File: src/rtl/tdm_demux16_pkg.sv
// rtl/tdm_demux16_pkg.sv - shared constants and types for the 1-to-16 TDM demultiplexer
package tdm_demux_pkg;

    localparam int NUM_LANES = 16;
    localparam int SEL_W     = 4;

    localparam logic [NUM_LANES-1:0] ALL_LANES = 16'hFFFF;

    typedef logic [SEL_W-1:0] lane_sel_t;

    // FILL: capture bank accepting samples; HOLD: capture bank complete, waiting for the output bank
    typedef enum logic {
        FILL = 1'b0,
        HOLD = 1'b1
    } demux_state_t;

endpackage

File: src/rtl/tdm_demux16_if.sv
// rtl/tdm_demux16_if.sv - sample stream in / frame out bundle; din_sel exists only with TDM_DEMUX_ADDR_EN
interface tdm_demux16_if
    import tdm_demux_pkg::*;
#(
    parameter int W = 8
);

    logic [W-1:0]           din;
    logic                   din_valid;
    logic                   din_sof;
    logic                   din_ready;
`ifdef TDM_DEMUX_ADDR_EN
    lane_sel_t              din_sel;
`endif
    logic [NUM_LANES*W-1:0] frame;
    logic                   frame_valid;
    logic                   frame_ready;
    logic                   overrun;

    // Producer of samples and consumer of frames
    modport master (
`ifdef TDM_DEMUX_ADDR_EN
        output din_sel,
`endif
        output din,
        output din_valid,
        output din_sof,
        input  din_ready,
        input  frame,
        input  frame_valid,
        output frame_ready,
        input  overrun
    );

    // The demultiplexer itself
    modport slave (
`ifdef TDM_DEMUX_ADDR_EN
        input  din_sel,
`endif
        input  din,
        input  din_valid,
        input  din_sof,
        output din_ready,
        output frame,
        output frame_valid,
        input  frame_ready,
        output overrun
    );

endinterface

File: src/rtl/tdm_demux16_dec2to4.sv
// rtl/tdm_demux16_dec2to4.sv - 2-bit select with enable to 4 one-hot enables, leaf of the lane decode tree
module dec2to4 (
    input  logic [1:0] sel,
    input  logic       en,
    output logic [3:0] y
);

    // One-hot decode, all zero when disabled
    always_comb begin
        y = '0;
        if (en) begin
            y[sel] = 1'b1;
        end
    end

endmodule

File: src/rtl/tdm_demux16.sv
// rtl/tdm_demux16.sv - 1-to-16 TDM demux with double-buffered frame output; TDM_DEMUX_ADDR_EN selects addressed lanes
module tdm_demux16
    import tdm_demux_pkg::*;
#(
    parameter int W = 8
) (
    input  logic          clk,
    input  logic          rst_n,
    tdm_demux16_if.slave  bus
);

    localparam int FW = NUM_LANES * W;

    demux_state_t         state_q, state_d;
    logic [W-1:0]         cap_q [NUM_LANES];
    logic [W-1:0]         cap_d [NUM_LANES];
    logic [FW-1:0]        frame_q, frame_d;
    logic                 frame_valid_q, frame_valid_d;
    logic                 overrun_q, overrun_d;
`ifdef TDM_DEMUX_ADDR_EN
    logic [NUM_LANES-1:0] mask_q, mask_d;
    logic [NUM_LANES-1:0] mask_acc;
`else
    lane_sel_t            slot_q, slot_d;
`endif

    logic                 ready;
    logic                 accept;
    logic                 out_free;
    logic                 bank_complete;
    logic                 partial_drop;
    lane_sel_t            wr_lane;
    logic [3:0]           grp_en;
    logic [NUM_LANES-1:0] lane_we;
    logic [FW-1:0]        cap_flat_q;
    logic [FW-1:0]        cap_flat_d;

    assign bus.din_ready   = ready;
    assign bus.frame       = frame_q;
    assign bus.frame_valid = frame_valid_q;
    assign bus.overrun     = overrun_q;

    // Handshake qualification and choice of the lane written by this sample
    always_comb begin
        ready    = (state_q == FILL);
        accept   = bus.din_valid & ready;
        out_free = ~frame_valid_q | bus.frame_ready;
`ifdef TDM_DEMUX_ADDR_EN
        wr_lane  = bus.din_sel;
`else
        wr_lane  = bus.din_sof ? '0 : slot_q;
`endif
    end

    // Two-level decode: upper select bits pick a group of four, lower bits the lane within it
    dec2to4 u_dec_grp (
        .sel (wr_lane[3:2]),
        .en  (accept),
        .y   (grp_en)
    );

    for (genvar g = 0; g < 4; g++) begin : g_dec_lane
        dec2to4 u_dec_lane (
            .sel (wr_lane[1:0]),
            .en  (grp_en[g]),
            .y   (lane_we[g*4 +: 4])
        );
    end

    // Capture bank with this cycle's write applied, plus flat views for the hand-off
    always_comb begin
        cap_d = cap_q;
        for (int k = 0; k < NUM_LANES; k++) begin
            if (lane_we[k]) begin
                cap_d[k] = bus.din;
            end
        end
        cap_flat_q = '0;
        cap_flat_d = '0;
        for (int k = 0; k < NUM_LANES; k++) begin
            cap_flat_q[k*W +: W] = cap_q[k];
            cap_flat_d[k*W +: W] = cap_d[k];
        end
    end

    // Frame completion and partial-frame discard detection
    always_comb begin
`ifdef TDM_DEMUX_ADDR_EN
        mask_acc      = (bus.din_sof ? '0 : mask_q) | lane_we;
        bank_complete = accept & (mask_acc == ALL_LANES);
        partial_drop  = accept & bus.din_sof & (mask_q != '0);
`else
        // A sof write always lands in lane 0, so lane 15 is only reached by the counter
        bank_complete = lane_we[NUM_LANES-1];
        partial_drop  = accept & bus.din_sof & (slot_q != '0);
`endif
    end

    // FILL/HOLD next state, lane tracking and output bank hand-off
    always_comb begin
        state_d       = state_q;
        frame_d       = frame_q;
        frame_valid_d = frame_valid_q & ~bus.frame_ready;
        overrun_d     = overrun_q | partial_drop;
`ifdef TDM_DEMUX_ADDR_EN
        mask_d        = accept ? mask_acc : mask_q;
`else
        slot_d        = slot_q;
        if (accept) begin
            slot_d = bus.din_sof ? lane_sel_t'(1) : slot_q + lane_sel_t'(1);
        end
`endif

        case (state_q)
            FILL: begin
                if (bank_complete) begin
                    if (out_free) begin
                        frame_d       = cap_flat_d;
                        frame_valid_d = 1'b1;
`ifdef TDM_DEMUX_ADDR_EN
                        mask_d        = '0;
`endif
                    end else begin
                        state_d = HOLD;
                    end
                end
            end
            HOLD: begin
                if (frame_valid_q & bus.frame_ready) begin
                    frame_d       = cap_flat_q;
                    frame_valid_d = 1'b1;
                    state_d       = FILL;
`ifdef TDM_DEMUX_ADDR_EN
                    mask_d        = '0;
`endif
                end
            end
            default: begin
                state_d = FILL;
            end
        endcase
    end

    // State, capture and output registers; reset drops any pending frame at once
    always_ff @(posedge clk or negedge rst_n) begin
        if (!rst_n) begin
            state_q       <= FILL;
            frame_q       <= '0;
            frame_valid_q <= 1'b0;
            overrun_q     <= 1'b0;
            for (int k = 0; k < NUM_LANES; k++) begin
                cap_q[k] <= '0;
            end
`ifdef TDM_DEMUX_ADDR_EN
            mask_q        <= '0;
`else
            slot_q        <= '0;
`endif
        end else begin
            state_q       <= state_d;
            frame_q       <= frame_d;
            frame_valid_q <= frame_valid_d;
            overrun_q     <= overrun_d;
            cap_q         <= cap_d;
`ifdef TDM_DEMUX_ADDR_EN
            mask_q        <= mask_d;
`else
            slot_q        <= slot_d;
`endif
        end
    end

endmodule

File: src/flat_wrapper.sv
// flat-port wrapper written by rule: the top's interface ports become plain ports
module tdm_demux16_flat import tdm_demux_pkg::*;
#(
    parameter int W = 8
)
  (clk, rst_n, bus_din, bus_din_valid, bus_din_sof, bus_din_ready, bus_frame, bus_frame_valid, bus_frame_ready, bus_overrun);
  tdm_demux16_if #(.W(W)) bus_i ();
  input  logic clk;
  input  logic rst_n;
  input wire logic [$bits(bus_i.din)-1:0] bus_din;
  input wire logic [$bits(bus_i.din_valid)-1:0] bus_din_valid;
  input wire logic [$bits(bus_i.din_sof)-1:0] bus_din_sof;
  output wire logic [$bits(bus_i.din_ready)-1:0] bus_din_ready;
  output wire logic [$bits(bus_i.frame)-1:0] bus_frame;
  output wire logic [$bits(bus_i.frame_valid)-1:0] bus_frame_valid;
  input wire logic [$bits(bus_i.frame_ready)-1:0] bus_frame_ready;
  output wire logic [$bits(bus_i.overrun)-1:0] bus_overrun;
  assign bus_i.din = bus_din;
  assign bus_i.din_valid = bus_din_valid;
  assign bus_i.din_sof = bus_din_sof;
  assign bus_din_ready = bus_i.din_ready;
  assign bus_frame = bus_i.frame;
  assign bus_frame_valid = bus_i.frame_valid;
  assign bus_i.frame_ready = bus_frame_ready;
  assign bus_overrun = bus_i.overrun;
  tdm_demux16 #(.W(W)) u_core (.clk(clk), .rst_n(rst_n), .bus(bus_i));
endmodule
File: config.mk
export PLATFORM = sky130hd
export DESIGN_NAME = tdm_demux16_flat
export DESIGN_NICKNAME = d
export VERILOG_FILES = /design/src/rtl/tdm_demux16_pkg.sv /design/src/rtl/tdm_demux16_if.sv /design/src/rtl/tdm_demux16_dec2to4.sv /design/src/rtl/tdm_demux16.sv /design/src/flat_wrapper.sv
export SDC_FILE = /design/constraint.sdc
export NUM_CORES = 1
export LEC_CHECK = 0
export CAP_MARGIN = 20
export CORE_MARGIN = 2
export CORE_UTILIZATION = 51
export DETAILED_ROUTE_END_ITERATION = 10
export HOLD_SLACK_MARGIN = 0.12
export PLACE_DENSITY = 0.77
export REMOVE_ABC_BUFFERS = 1
export SYNTH_ARGS = -nofsm -noshare
export SYNTH_HDL_FRONTEND = slang
export SYNTH_HIERARCHICAL = 1
export SYNTH_SLANG_ARGS = --single-unit
File: constraint.sdc
create_clock -name clk -period 2.6 [get_ports clk]
set_input_delay 0.52 -clock clk [delete_from_list [all_inputs] [get_ports clk]]
set_output_delay 0.52 -clock clk [all_outputs]
set_load 0.02 [all_outputs]
# == Word level (Yosys, flattened, before mapping) ==
# Cells that the tools add are included.
# totals
ff_bits,263
# classes
n_addsub,1
n_lt_le_gt_ge,4
n_eq_ne,3
muxes,39
n_bitwise,10
n_reduce_logical,4
# op_table
operator,n
$mux 128,3
$pmux 128 s2,1
$mux 8,16
$mux 4,7
$mux 1,8
$lt 2x3->1 const B,2
$and 1x1->1,5
$add 4x1->4 const B,1
$demux 1 s2,2
$ge 2x1->1 const B,2
$ne 2x1->1 const B,2
$pmux 1 s2,2
$reduce_bool 4->1,1
$not 1->1,3
$reduce_and 3->1,1
$logic_and 1x1->1,2
$ne 2x2->1 const B,1
$or 1x1->1,2

# == Longest topological paths before layout ==
# depth
word_depth,11
mapped_depth,12

# == Cells and area by module ==
# The synthesis kept the hierarchy.
# by_module_without_submodules
module,n_inst,cells_per_inst,area_per_inst_um2,seq_area_each_um2
tdm_demux16,1,768,12157.9,6581.3
dec2to4,5,4,37.5,0.0

# == Least setup slack after synthesis ==
# No wires, ideal clock.
# synth_path
path_kind,input port to flip-flop
startpoint,input bus_din_sof
endpoint,register u_core.frame_q[100] (netlist: u_core/bus.frame[100])
t_arrival_ns,2.470
slack_ns,0.005
stages,9
path_buffers,4
path_cell_list,nor2_1 and3_2 buf_6 nand2b_4 buf_6 a22oi_4 buf_12 buf_12 mux2_4
# synth_via
word_cells_on_any_way,19
# synth_rtl
item,line_no,text
start: declaration,flat_wrapper.sv:12,input wire logic [$bits(bus_i.din_sof)-1:0] bus_din_sof;
$mux 4 (*),tdm_demux16.sv:51,wr_lane = bus.din_sof ? '0 : slot_q;
$lt 2x3->1 (implied by the code) / $ge 2x1->1 (equally long branches),tdm_demux16_dec2to4.sv:12,y[sel] = 1'b1;
$logic_and 1x1->1 (implied by the code),tdm_demux16_dec2to4.sv:12,
$mux 1 (implied by the code),tdm_demux16_dec2to4.sv:12,
$demux 1 s2,tdm_demux16_dec2to4.sv:12,
$mux 4,tdm_demux16_dec2to4.sv:11,if (en) begin
$mux 4 (*),tdm_demux16_dec2to4.sv:11,
via u_core.bank_complete,tdm_demux16.sv:30,logic bank_complete;
$ne 2x1->1 (no line) (*),--,
$reduce_and 3->1 (no line) (*),--,
end signal: assignment,tdm_demux16.sv:161,frame_q <= frame_d;
end: declaration,tdm_demux16.sv:17,"logic [FW-1:0] frame_q, frame_d;"
# Mark *: on every way through the listed nets, which the timed path passes. The rest lies on a longest branch. The select of a mux whose other input is x is not followed.
# A chain may end at the register's enable or synchronous reset.

# == Final worst setup path ==
# layout_path
startpoint,input bus_din_sof
endpoint,register u_core.frame_q[59] (netlist: u_core/bus.frame[59])
# layout_via
word_cells_on_any_way,20
# layout_rtl
item,line_no,text
$mux 4 (*),tdm_demux16.sv:51,
via u_core.wr_lane[3],tdm_demux16.sv:32,lane_sel_t wr_lane;
$lt 2x3->1 (implied by the code) / $ge 2x1->1 (equally long branches),tdm_demux16_dec2to4.sv:12,
$logic_and 1x1->1 (implied by the code),tdm_demux16_dec2to4.sv:12,
$mux 1 (implied by the code),tdm_demux16_dec2to4.sv:12,
$demux 1 s2 (*),tdm_demux16_dec2to4.sv:12,
$mux 4 (*),tdm_demux16_dec2to4.sv:11,
via u_core.grp_en[3],tdm_demux16.sv:33,logic [3:0] grp_en;
$mux 4 (*),tdm_demux16_dec2to4.sv:11,
via u_core.bank_complete,tdm_demux16.sv:30,
$ne 2x1->1 (no line) (*),--,
$reduce_and 3->1 (no line) (*),--,
# Marks and branches as above.

==> run_results.csv <==
group,metric,value,unit
grt,grt_pass1_vias,7235,
setup_path,worst-setup-path-type,"in2reg",
grt,overflow,0,
layout,syn2layout_area_growth,24.5,%
yosys,synth.most_common_cell,"mux2_2",
placed_design,placed_area,14400,um2
placed_design,hpwl,15800,um
job,drv_cap,0,
detailed_routing,drcViolationCount,0,
timing,hold_viol,0,
detailed_routing,wl_per_cell,19.4,um
clock_tree,holdBufCountCts,1,
detailed_routing,dr.pass1.iters,4,
yosys,yosysTopAreaCell,"dfrtp_1",
yosys,synth_seq_cells,263,
setup_path,cp_data_required_time,3.01,ns
clock_tree,clk_latency,0.53,ns
grt,grtUsageTotal,19.9,%
setup_path,reg2reg_slack,0.35,ns
floorplanning,dieArea,25500,um2
yosys,synthCells,788,
yosys,synth_ff_type,"dfrtp_1",
floorplanning,coreArea,23600,um2
setup_path,start_kind,"input port",
floorplanning,num_io_pins,144,
detailed_routing,vias_per_cell,5.23,
clock_tree,clockBufferDepth,3,
yosys,yosys-top-cells-count,"264 x mux2_2, 263 x dfrtp_1, 108 x mux2_4",
power,p_leak,7.25,nW
timing,fmax,423,MHz
timing,fin_setup_tns,0,ns
setup_path,critical_path.max_fanout,18,
timing,rsz0062_at_grt,"false",
yosys,synth_warnings,6,
setup_path,endpoint_kind,"flip-flop",
setup_path,r2r_start,"u_core/slot_q[2]$_DFFE_PN0P_",
setup_path,r2r-end,"u_core/bus.frame[11]$_DFFE_PN0P_",
clock_tree,tritoncts,"built",
clock_tree,clock_sink_count,263,
clock_tree,cts.clk_slew.worst_paths,0.06,ns
layout,final_area,15400,um2
floorplanning,initial_core_util,52.3,%
timing,hold_ws,0.483,ns
timing,setup_viol,0,
timing,period_needed,2.36,ns
yosys,ys_async_sr_fraction,100,%
clock_tree,cts-root-buf,"clkbuf_16",
timing,worstMarginPinSlew,0.435,ns
yosys,syn_area,12300,um2
worst_hold_path,hold_class,"reg2reg",
setup_path,rr_worst_depth,7,
clock_tree,cts.htree.levels,1,
layout,drive_gt1_share,50.9,%
detailed_routing,ant_nets,0,
yosys,synthTopCellsByArea,"dfrtp_1 53%, mux2_2 24%, mux2_4 13%",
yosys,synth_edf_count,0,
clock_tree,post_cts_buffers,0,
floorplanning,die_h,160,um
timing,slew_headroom,71.0,%
placed_design,gp_congestion,0.748,
outcome,status,"completed",
clock_tree,cts_inserted_buffers,28,
layout,fin_util,65.1,%
timing,slew_viol_final,0,
layout,diodes,0,
floorplanning,placementRows,56,
layout,final_nets,973,
setup_path,startpoint,"bus_din_sof",
placed_design,io_buffers,143,
setup_path,endpoint,"u_core/bus.frame[59]$_DFFE_PN0P_",
power,irDropWorstVdd,494,uV
detailed_routing,drt-total-wl,25200,um
setup_path,arrival,2.77,ns
power,power.density,680,nW/um2
floorplanning,die_x,160,um
yosys,synthDominantCellAreaShare,53.3,%
grt,antenna_found_initial,0,
detailed_routing,first_iter_violations,268,
clock_tree,cts_resized,0,
timing,min_period_over_period,90.9,%
timing,finClkSkew,0.00844,ns
grt,grt_pass1_wl,41200,um
yosys,syn-mean-instance-area,15.7,um2
detailed_routing,num_vias,6796,
grt,grt_max_degree,77,
yosys,ys_types,27,
yosys,yosysSeqAreaShare,53.3,%
## area by class of cell
| cell class | count | area [um2] |
|---|---|---|
| multi-input cells | 448 | 5210 |
| repair buffers | 212 | 2230 |
| clock inverters | 7 | 65.1 |
| clock buffers | 45 | 866 |
| fillers | 1784 | 8240 |
| flip-flops and latches | 263 | 6580 |
| well taps | 319 | 399 |
| inverters | 5 | 18.8 |
## sequential cells by signal (all words and copies together), names as in the netlist
name                    count
u_core/bus.frame          128
u_core/bus.overrun          1
u_core/state_q              1
u_core/cap_flat_q         128
u_core/slot_q               4
u_core/bus.frame_valid      1
## cells by family after synthesis
logic type	Yosys count	synth area share, %
adders and majority gates	2	0.203
muxes	384	38.3
AOI/OAI and AO/OA	10	0.608
DFF	263	53.3
buffers and inverters	77	4.53
and+or+nand+nor	52	3.04
## metal layers
metal / routed length (um) / vias up / GRT usage, %
li1: - / 3112 / -
met1: 12200 / 3507 / 30.0
met2: 11600 / 142 / 31.0
met3: 1070 / 35 / 3.33
met4: 324 / 0 / 3.47
met5: 0 / - / 0
## cells in the final DEF (no fill, tap or decap), types with 8 or more instances in the layout
cell type          n
and3b_1           10
buf_12            22
buf_4             46
clkbuf_1           8
clkbuf_16         29
clkbuf_8           8
clkdlybuf4s50_1  142
dfrtp_1          263
mux2_1            12
mux2_2           264
mux2_4           108
nand2b_1          15
## worst max-delay path, stage by stage
cell             delay, ns
clkdlybuf4s50_1       0.51
nor2b_1               0.28
and3_2                0.26
and3_2                0.22
nand2b_4              0.06
a22oi_4               0.19
buf_12                0.19
buf_12                0.19
mux2_4                0.31
## where the power goes
group	internal [mW]	total [mW]	switching (mW)
logic	0.983	1.60	0.616
registers	4.66	4.93	0.273
clock network	2.37	3.93	1.56
## metrics by stage
step	setup slack [ns]	power [mW]	instances
5_1_grt	0.0990	11.0	1299
4_1_cts	0.233	10.6	1299
3_5_place_dp	-0.293	6.61	1246
6_report	0.237	10.5	1299
3_3_place_gp	-0.221	6.52	1246
2_1_floorplan	-2.74	6.05	716
## worst min-delay path by stage
stage / startpoint / to / cells after the start
floorplan: rst_n / u_core/bus.frame[0]$_DFFE_PN0P_ / 0
global placement: rst_n / u_core/bus.frame[42]$_DFFE_PN0P_ / 1
detailed placement: rst_n / u_core/bus.frame[42]$_DFFE_PN0P_ / 1
CTS: rst_n / u_core/bus.frame[42]$_DFFE_PN0P_ / 2
global route: rst_n / u_core/bus.frame[42]$_DFFE_PN0P_ / 2
finish: u_core/bus.frame[110]$_DFFE_PN0P_ / u_core/bus.frame[110]$_DFFE_PN0P_ / 1
(Power assumes the default switching activity.)
